[src/rtl/mem_access_pkg.sv]
// Shared constants and types for the mem_access stage: opcodes, funct3 codes,
// the bubble PC marker, FSM / pipeline-control encodings and the MEM/WB result record.
package mem_access_pkg;

    localparam logic [6:0]  OP_LOAD    = 7'b0000011;
    localparam logic [6:0]  OP_STORE   = 7'b0100011;

    localparam logic [2:0]  F3_B       = 3'b000;
    localparam logic [2:0]  F3_H       = 3'b001;
    localparam logic [2:0]  F3_W       = 3'b010;
    localparam logic [2:0]  F3_D       = 3'b011;
    localparam logic [2:0]  F3_BU      = 3'b100;
    localparam logic [2:0]  F3_HU      = 3'b101;
    localparam logic [2:0]  F3_WU      = 3'b110;

    localparam logic [63:0] INVALID_PC = 64'h0;

    typedef enum logic [1:0] {
        MEM_ST_IDLE = 2'd0,
        MEM_ST_REQ  = 2'd1,
        MEM_ST_WAIT = 2'd2,
        MEM_ST_DONE = 2'd3
    } mem_st_e;

    typedef enum logic [1:0] {
        CTRL_STATE_Normal = 2'd0,
        CTRL_STATE_Block  = 2'd1,
        CTRL_STATE_Flush  = 2'd2
    } ctrl_state_e;

    typedef struct packed {
        logic [4:0]  rd;
        logic        wreg;
        logic [63:0] wdata;
        logic [63:0] pc;
    } mem_res_t;

    // sz is funct3[1:0]: 0 byte, 1 half, 2 word, 3 doubleword
    function automatic logic misaligned(input logic [1:0] sz, input logic [2:0] off);
        case (sz)
            2'd1:    return off[0];
            2'd2:    return off[1:0] != 2'b00;
            2'd3:    return off != 3'b000;
            default: return 1'b0;
        endcase
    endfunction

endpackage

[src/rtl/mem_access_load_extend.sv]
// Load data extraction: selects the addressed byte/half/word from the returned
// doubleword and sign- or zero-extends it to 64 bits.
module load_extend
    import mem_access_pkg::*;
(
    input  logic [63:0] rdata_i,
    input  logic [2:0]  off_i,
    input  logic [2:0]  funct3_i,
    output logic [63:0] result_o
);

    logic [31:0] sh;

    assign sh = 32'(rdata_i >> {off_i, 3'b000});

    always_comb begin
        case (funct3_i)
            F3_B:    result_o = {{56{sh[7]}},  sh[7:0]};
            F3_H:    result_o = {{48{sh[15]}}, sh[15:0]};
            F3_W:    result_o = {{32{sh[31]}}, sh[31:0]};
            F3_BU:   result_o = {56'b0, sh[7:0]};
            F3_HU:   result_o = {48'b0, sh[15:0]};
            F3_WU:   result_o = {32'b0, sh[31:0]};
            F3_D:    result_o = rdata_i;
            default: result_o = rdata_i;
        endcase
    end

endmodule

[src/rtl/mem_access.sv]
// RV64I memory-access stage: drives the data bus, stalls the pipeline while an
// access is in flight and registers the MEM/WB result. Option: MEM_MISALIGN_CHECK_EN.
module mem_access
    import mem_access_pkg::*;
#(
    parameter int XLEN   = 64,
    parameter int STRB_W = XLEN / 8
) (
    input  logic              clk,
    input  logic              rst,
    input  logic [4:0]        rd_addr_i,
    input  logic              wreg_i,
    input  logic [XLEN-1:0]   wdata_i,
    input  logic [XLEN-1:0]   store_data_i,
    input  logic [XLEN-1:0]   pc_i,
    input  logic [6:0]        opcode_i,
    input  logic [2:0]        funct3_i,
    output logic              dmem_req_o,
    output logic              dmem_we_o,
    output logic [XLEN-1:0]   dmem_addr_o,
    output logic [XLEN-1:0]   dmem_wdata_o,
    output logic [STRB_W-1:0] dmem_wstrb_o,
    input  logic              dmem_ready_i,
    input  logic              dmem_rvalid_i,
    input  logic [XLEN-1:0]   dmem_rdata_i,
    output logic              stall_req_o,
    output logic [4:0]        rd_addr_o,
    output logic              wreg_o,
    output logic [XLEN-1:0]   wdata_o,
    output logic [XLEN-1:0]   pc_o,
    output logic              misalign_o
);

    mem_st_e         state_q, state_d;
    logic [XLEN-1:0] rdata_q, rdata_d;
    mem_res_t        res_q, res_d;
    logic            mis_q, mis_d;

    logic [2:0]      off;
    logic            is_load, is_store, is_mem, bad_f3, misal;
    logic [XLEN-1:0] ld_val;

    assign off      = wdata_i[2:0];
    assign is_load  = (opcode_i == OP_LOAD);
    assign is_store = (opcode_i == OP_STORE);
    assign is_mem   = (is_load || is_store) && (pc_i != INVALID_PC);
    assign bad_f3   = is_store && funct3_i[2];

`ifdef MEM_MISALIGN_CHECK_EN
    assign misal = !bad_f3 && misaligned(funct3_i[1:0], off);
`else
    assign misal = 1'b0;
`endif

    load_extend u_ext (
        .rdata_i  (rdata_q),
        .off_i    (off),
        .funct3_i (funct3_i),
        .result_o (ld_val)
    );

    // Lane placement: narrow data is replicated so every strobed lane sees it
    always_comb begin
        dmem_wstrb_o = '1;
        dmem_wdata_o = store_data_i;
        case (funct3_i[1:0])
            2'd0: begin
                dmem_wstrb_o = STRB_W'(1) << off;
                dmem_wdata_o = {8{store_data_i[7:0]}};
            end
            2'd1: begin
                dmem_wstrb_o = STRB_W'(3) << off;
                dmem_wdata_o = {4{store_data_i[15:0]}};
            end
            2'd2: begin
                dmem_wstrb_o = STRB_W'(8'h0F) << off;
                dmem_wdata_o = {2{store_data_i[31:0]}};
            end
            default: begin
                dmem_wstrb_o = '1;
                dmem_wdata_o = store_data_i;
            end
        endcase
    end

    assign dmem_req_o  = (state_q == MEM_ST_REQ);
    assign dmem_we_o   = dmem_req_o && is_store;
    assign dmem_addr_o = {wdata_i[XLEN-1:3], 3'b000};
    assign stall_req_o = ((state_q == MEM_ST_IDLE) && is_mem) ||
                         (state_q == MEM_ST_REQ) || (state_q == MEM_ST_WAIT);

    always_comb begin
        state_d = state_q;
        rdata_d = rdata_q;
        case (state_q)
            MEM_ST_IDLE: if (is_mem) state_d = (bad_f3 || misal) ? MEM_ST_DONE : MEM_ST_REQ;
            MEM_ST_REQ:  if (dmem_ready_i) state_d = is_store ? MEM_ST_DONE : MEM_ST_WAIT;
            MEM_ST_WAIT: begin
                if (dmem_rvalid_i) begin
                    rdata_d = dmem_rdata_i;
                    state_d = MEM_ST_DONE;
                end
            end
            MEM_ST_DONE: state_d = MEM_ST_IDLE;
            default:     state_d = MEM_ST_IDLE;
        endcase
    end

    // Result defaults to a bubble; only pass-through and DONE write real values
    always_comb begin
        res_d = '{rd: 5'd0, wreg: 1'b0, wdata: 64'd0, pc: INVALID_PC};
        mis_d = 1'b0;
        case (state_q)
            MEM_ST_IDLE: begin
                if (!is_mem) res_d = '{rd: rd_addr_i, wreg: wreg_i, wdata: wdata_i, pc: pc_i};
            end
            MEM_ST_DONE: begin
                if (misal) begin
                    res_d.pc = pc_i;
                    mis_d    = 1'b1;
                end else if (bad_f3) begin
                    res_d.pc = INVALID_PC;
                end else if (is_load) begin
                    res_d = '{rd: rd_addr_i, wreg: wreg_i, wdata: ld_val, pc: pc_i};
                end else begin
                    res_d = '{rd: rd_addr_i, wreg: 1'b0, wdata: wdata_i, pc: pc_i};
                end
            end
            default: ;
        endcase
    end

    always_ff @(posedge clk) begin
        if (!rst) begin
            state_q <= MEM_ST_IDLE;
            rdata_q <= '0;
            res_q   <= '{rd: 5'd0, wreg: 1'b0, wdata: 64'd0, pc: INVALID_PC};
            mis_q   <= 1'b0;
        end else begin
            state_q <= state_d;
            rdata_q <= rdata_d;
            res_q   <= res_d;
            mis_q   <= mis_d;
        end
    end

    assign rd_addr_o  = res_q.rd;
    assign wreg_o     = res_q.wreg;
    assign wdata_o    = res_q.wdata;
    assign pc_o       = res_q.pc;
    assign misalign_o = mis_q;

endmodule

[config.mk]
export PLATFORM = sky130hd
export DESIGN_NAME = mem_access
export DESIGN_NICKNAME = d
export VERILOG_FILES = /design/src/rtl/mem_access_pkg.sv /design/src/rtl/mem_access_load_extend.sv /design/src/rtl/mem_access.sv
export SDC_FILE = /design/constraint.sdc
export NUM_CORES = 1
export LEC_CHECK = 0
export ABC_AREA = 0
export BUFFER_PORTS_ARGS = -buffer_cell sky130_fd_sc_hd__buf_2
export CELL_PAD_IN_SITES_DETAIL_PLACEMENT = 1
export CELL_PAD_IN_SITES_GLOBAL_PLACEMENT = 1
export CORE_AREA = 2 2 214 216
export DETAILED_ROUTE_END_ITERATION = 12
export DIE_AREA = 0 0 216 218
export PLACE_DENSITY_LB_ADDON = 0.1
export SYNTH_ARGS = -nofsm -noshare
export SYNTH_HDL_FRONTEND = slang
export SYNTH_HIERARCHICAL = 1
export SYNTH_SLANG_ARGS = --single-unit
[constraint.sdc]
create_clock -name clk -period 2.5 [get_ports clk]
set_input_delay 0.125 -clock clk [delete_from_list [all_inputs] [get_ports clk]]
set_output_delay 0.125 -clock clk [all_outputs]
set_load 0.01 [all_outputs]
==> flow_summary.ini <==
[floorplan]
ioPinCount = 550
die_height_um = 218
fp.dieArea_sq_um = 47100
die_w_um = 216
initial_utilization = 0.248
std_cell_rows = 78
coreArea_sq_um = 44900

[sta]
slew_headroom = 0.586
finalClockSkew_ps = 27.7
max_freq_mhz = 423
finalSetupViolations = 0
fin_tns_setup_ps = 0
rsz0062_at_grt = no
finalCritPeriodShare = 0.946
drv_slew = 0
hold_viol = 0
fin_crit_ps = 2370
tightest_slew_ps = 604
setup_ws_ps = 135

[worst_hold_path]
min_path_type = input port to register
hold_depth = 3
worstHoldEndpoint = rdata_q[31]
min-delay-start = dmem_rdata_i[31]

[power_and_ir_drop]
switchingPower_mw = 4.12
p_leak_nw = 7.73
power_mw = 11.3
seq_power_share = 0.363
p_per_area_nw_per_um2 = 667
p_clk_frac = 0.276
peakVddDrop_uv = 709
pwr-share-comb = 0.361
p_int_mw = 7.23
swShare = 0.363

[clock_tree]
clock-sinks = 200
clockRootBuffer = clkbuf_16
worstSkewPairLatency_ps = 510
cts_tree = built
cts_made_buffers = 17
cts_buffer_depth = 2
cts.reportedPaths.clkPinSlew_ps = 70
h-tree-depth = 4
cts_setup_buffers = 0

[global_routing]
grt_max_degree = 100
track_usage = 0.239
grt_pass1_wl_um = 85000
grt_antenna_before_repair = 2
grt_pass1_vias = 13638
grt.overflow.total = 0

[setup_path]
regToRegEndpoint = wdata_o[36]
path_max_fanout = 25
max_stage_delay_ps = 550
path_cells = dlygate4sd3_1, buf_2, nor4_2, nand4_1, nor4_4, buf_12, o311ai_0, buf_2
critPathCaptureType = primary output
rrSetupSlack_ps = 310
cpMaxStageDelayCell = dlygate4sd3_1
path_common_cell = buf_2
worst_setup_path_start_kind = input port
timing.rr.start = rdata_q[7]
reg2reg_depth = 7
crit_arrival_ps = 2240
critPathKind = input port to primary output
startpoint = pc_i[47]
crit_required_ps = 2380

[detailed_routing]
vias = 13212
route.met2.wl_um = 28500
first_pass_iters = 5
wl_met3_um = 3590
wl_met1_um = 24400
routed_wl_um = 57900
highest_layer = met4
ant_nets = 0
routed_via_density = 4.94
wl_per_cell_um = 21.6
drtIter0Drc = 645
drcViolationCount = 0

[layout]
drive_gt1_frac = 0.343
fillers = 5492
nets = 2345
post-route-util = 0.379
area_growth_pct = 52.5

[synthesis]
syn_inst = 1409
yosysMostFrequentCell = nand2_1
ys_ff_latch = 200
synth.avg_cell_area_sq_um = 7.92
async_flop_share = 0
synth_top_area_frac = 0.359
syn-cell-area_sq_um = 11200
synth_top_cell_by_area = dfxtp_1
yosys-top-cells-count = nand2_1, dfxtp_1, a21oi_1, o21ai_0, buf_4
ys.flop_type = dfxtp_1
yosysUniqueCellTypes = 57
yosys_warnings = 6
synth_edf_count = 0
yosysSeqAreaShare = 0.359
ys_top_cells_by_area = dfxtp_1, a21oi_1, nand2_1

[placed_design]
place_ws_ps = 266
routabilityCongestion = 0.892
numPortBuffers = 545
hpwlAfterDp_um = 43400

[run]
maxCapViolCount = 0

[run_status]
outcome = complete, no violations
==> registers in the layout, summed over array words and instances (netlist names) <==
register / count
pc_o: 64
state_q: 2
rd_addr_o: 5
wreg_o: 1
rdata_q: 64
wdata_o: 64
==> cells by family after synthesis <==
| group | share of synthesized area |
|---|---|
| multiplexers | 0.0977 |
| buffers and inverters | 0.104 |
| other | 0.000336 |
| AND/OR/NAND/NOR | 0.187 |
| flip-flops | 0.359 |
| AO/OA/AOI/OAI | 0.242 |
| adder cells (fa/ha/maj) | 0.0101 |
==> metal layers <==
metal | vias to the layer above | global-route usage
met1 | 6439 | 0.294
li1 | 6243 | -
met4 | 0 | 0.0774
met2 | 465 | 0.410
met3 | 65 | 0.0576
met5 | - | 0
==> stage by stage <==
| stage | cells | hold slack [ps] | instance area [sq um] |
|---|---|---|---|
| after detailed placement | 2446 | 331 | 14300 |
| final | 2674 | 78.2 | 17000 |
| after CTS | 2672 | 4.70 | 17000 |
| after global routing | 2674 | 33.3 | 17000 |
| after global placement | 2446 | 325 | 14300 |
| after floorplan | 1412 | 241 | 11200 |
==> cell type report <==
type | count | area, sq um | area share
well taps | 600 | 751 | 0.0441
repair buffers | 823 | 5430 | 0.319
inverters | 21 | 78.8 | 0.00463
clock buffers | 17 | 425 | 0.0250
multi-input cells | 997 | 6090 | 0.358
flip-flops and latches | 200 | 4000 | 0.235
clock inverters | 14 | 236 | 0.0139
diodes | 2 | 5.00 | 0.000294
==> repair_timing <==
| action | 4_1_cts | 5_1_grt |
|---|---|---|
| gates resized for setup | 0 | 9 |
| endpoints found under the setup margin | 0 | 2 |
| hold buffers | 195 | 0 |
| hold endpoints to repair | 195 | 0 |
==> layout by cell type, fill, tap and decap left out, types with 3 or more instances in the layout <==
cell / synthesis / layout
clkbuf_16: 0 / 17
nand2_1: 228 / 227
o22ai_1: 12 / 12
dlygate4sd3_1: 0 / 195
o21ai_0: 80 / 79
a21o_1: 3 / 3
conb_1: 1 / 4
clkinv_8: 0 / 6
nand2b_1: 8 / 7
o31ai_1: 3 / 3
mux4_2: 10 / 10
nor2b_1: 6 / 6
or2_2: 4 / 4
buf_4: 78 / 74
a31oi_1: 29 / 29
inv_1: 20 / 19
nor4_2: 0 / 7
a22o_1: 10 / 10
nor4_1: 17 / 9
dfxtp_1: 200 / 200
o221ai_1: 6 / 6
nand3b_1: 4 / 4
o32ai_1: 3 / 3
buf_2: 25 / 544
o211ai_1: 11 / 11
a32o_1: 9 / 9
a21oi_1: 181 / 181
and2_1: 72 / 71
buf_12: 0 / 10
ha_1: 9 / 9
nand4_1: 4 / 4
mux2_2: 15 / 15
a211oi_1: 51 / 51
bufinv_16: 0 / 3
nor3_1: 3 / 3
a22oi_1: 29 / 29
nor2_1: 39 / 39
nand3_1: 57 / 57
mux2i_1: 68 / 68
==> how the worst max path moves through the flow <==
stage                              to  slack, ps
after floorplan           wdata_o[35]        480
after global placement    wdata_o[27]        310
after detailed placement  wdata_o[36]        270
after CTS                 stall_req_o         10
after global routing      stall_req_o          7
final                     stall_req_o        130
==> power groups by stage <==
stage / logic [mW] / clock network, mW / registers [mW]
detailed placement: 3.84 / 0 / 4.18
global placement: 3.81 / 0 / 4.17
CTS: 4.10 / 3.24 / 4.12
finish: 4.10 / 3.13 / 4.11
global route: 4.46 / 3.35 / 4.18
floorplan: 1.75 / 0 / 4.50
==> worst max-delay path: cells and delay by family <==
family                 cells  cell delay (ps)
AO/OA/AOI/OAI              1              130
AND/OR/NAND/NOR            3              910
buffers and inverters      4             1070
Power figures use the tool's default switching activity.
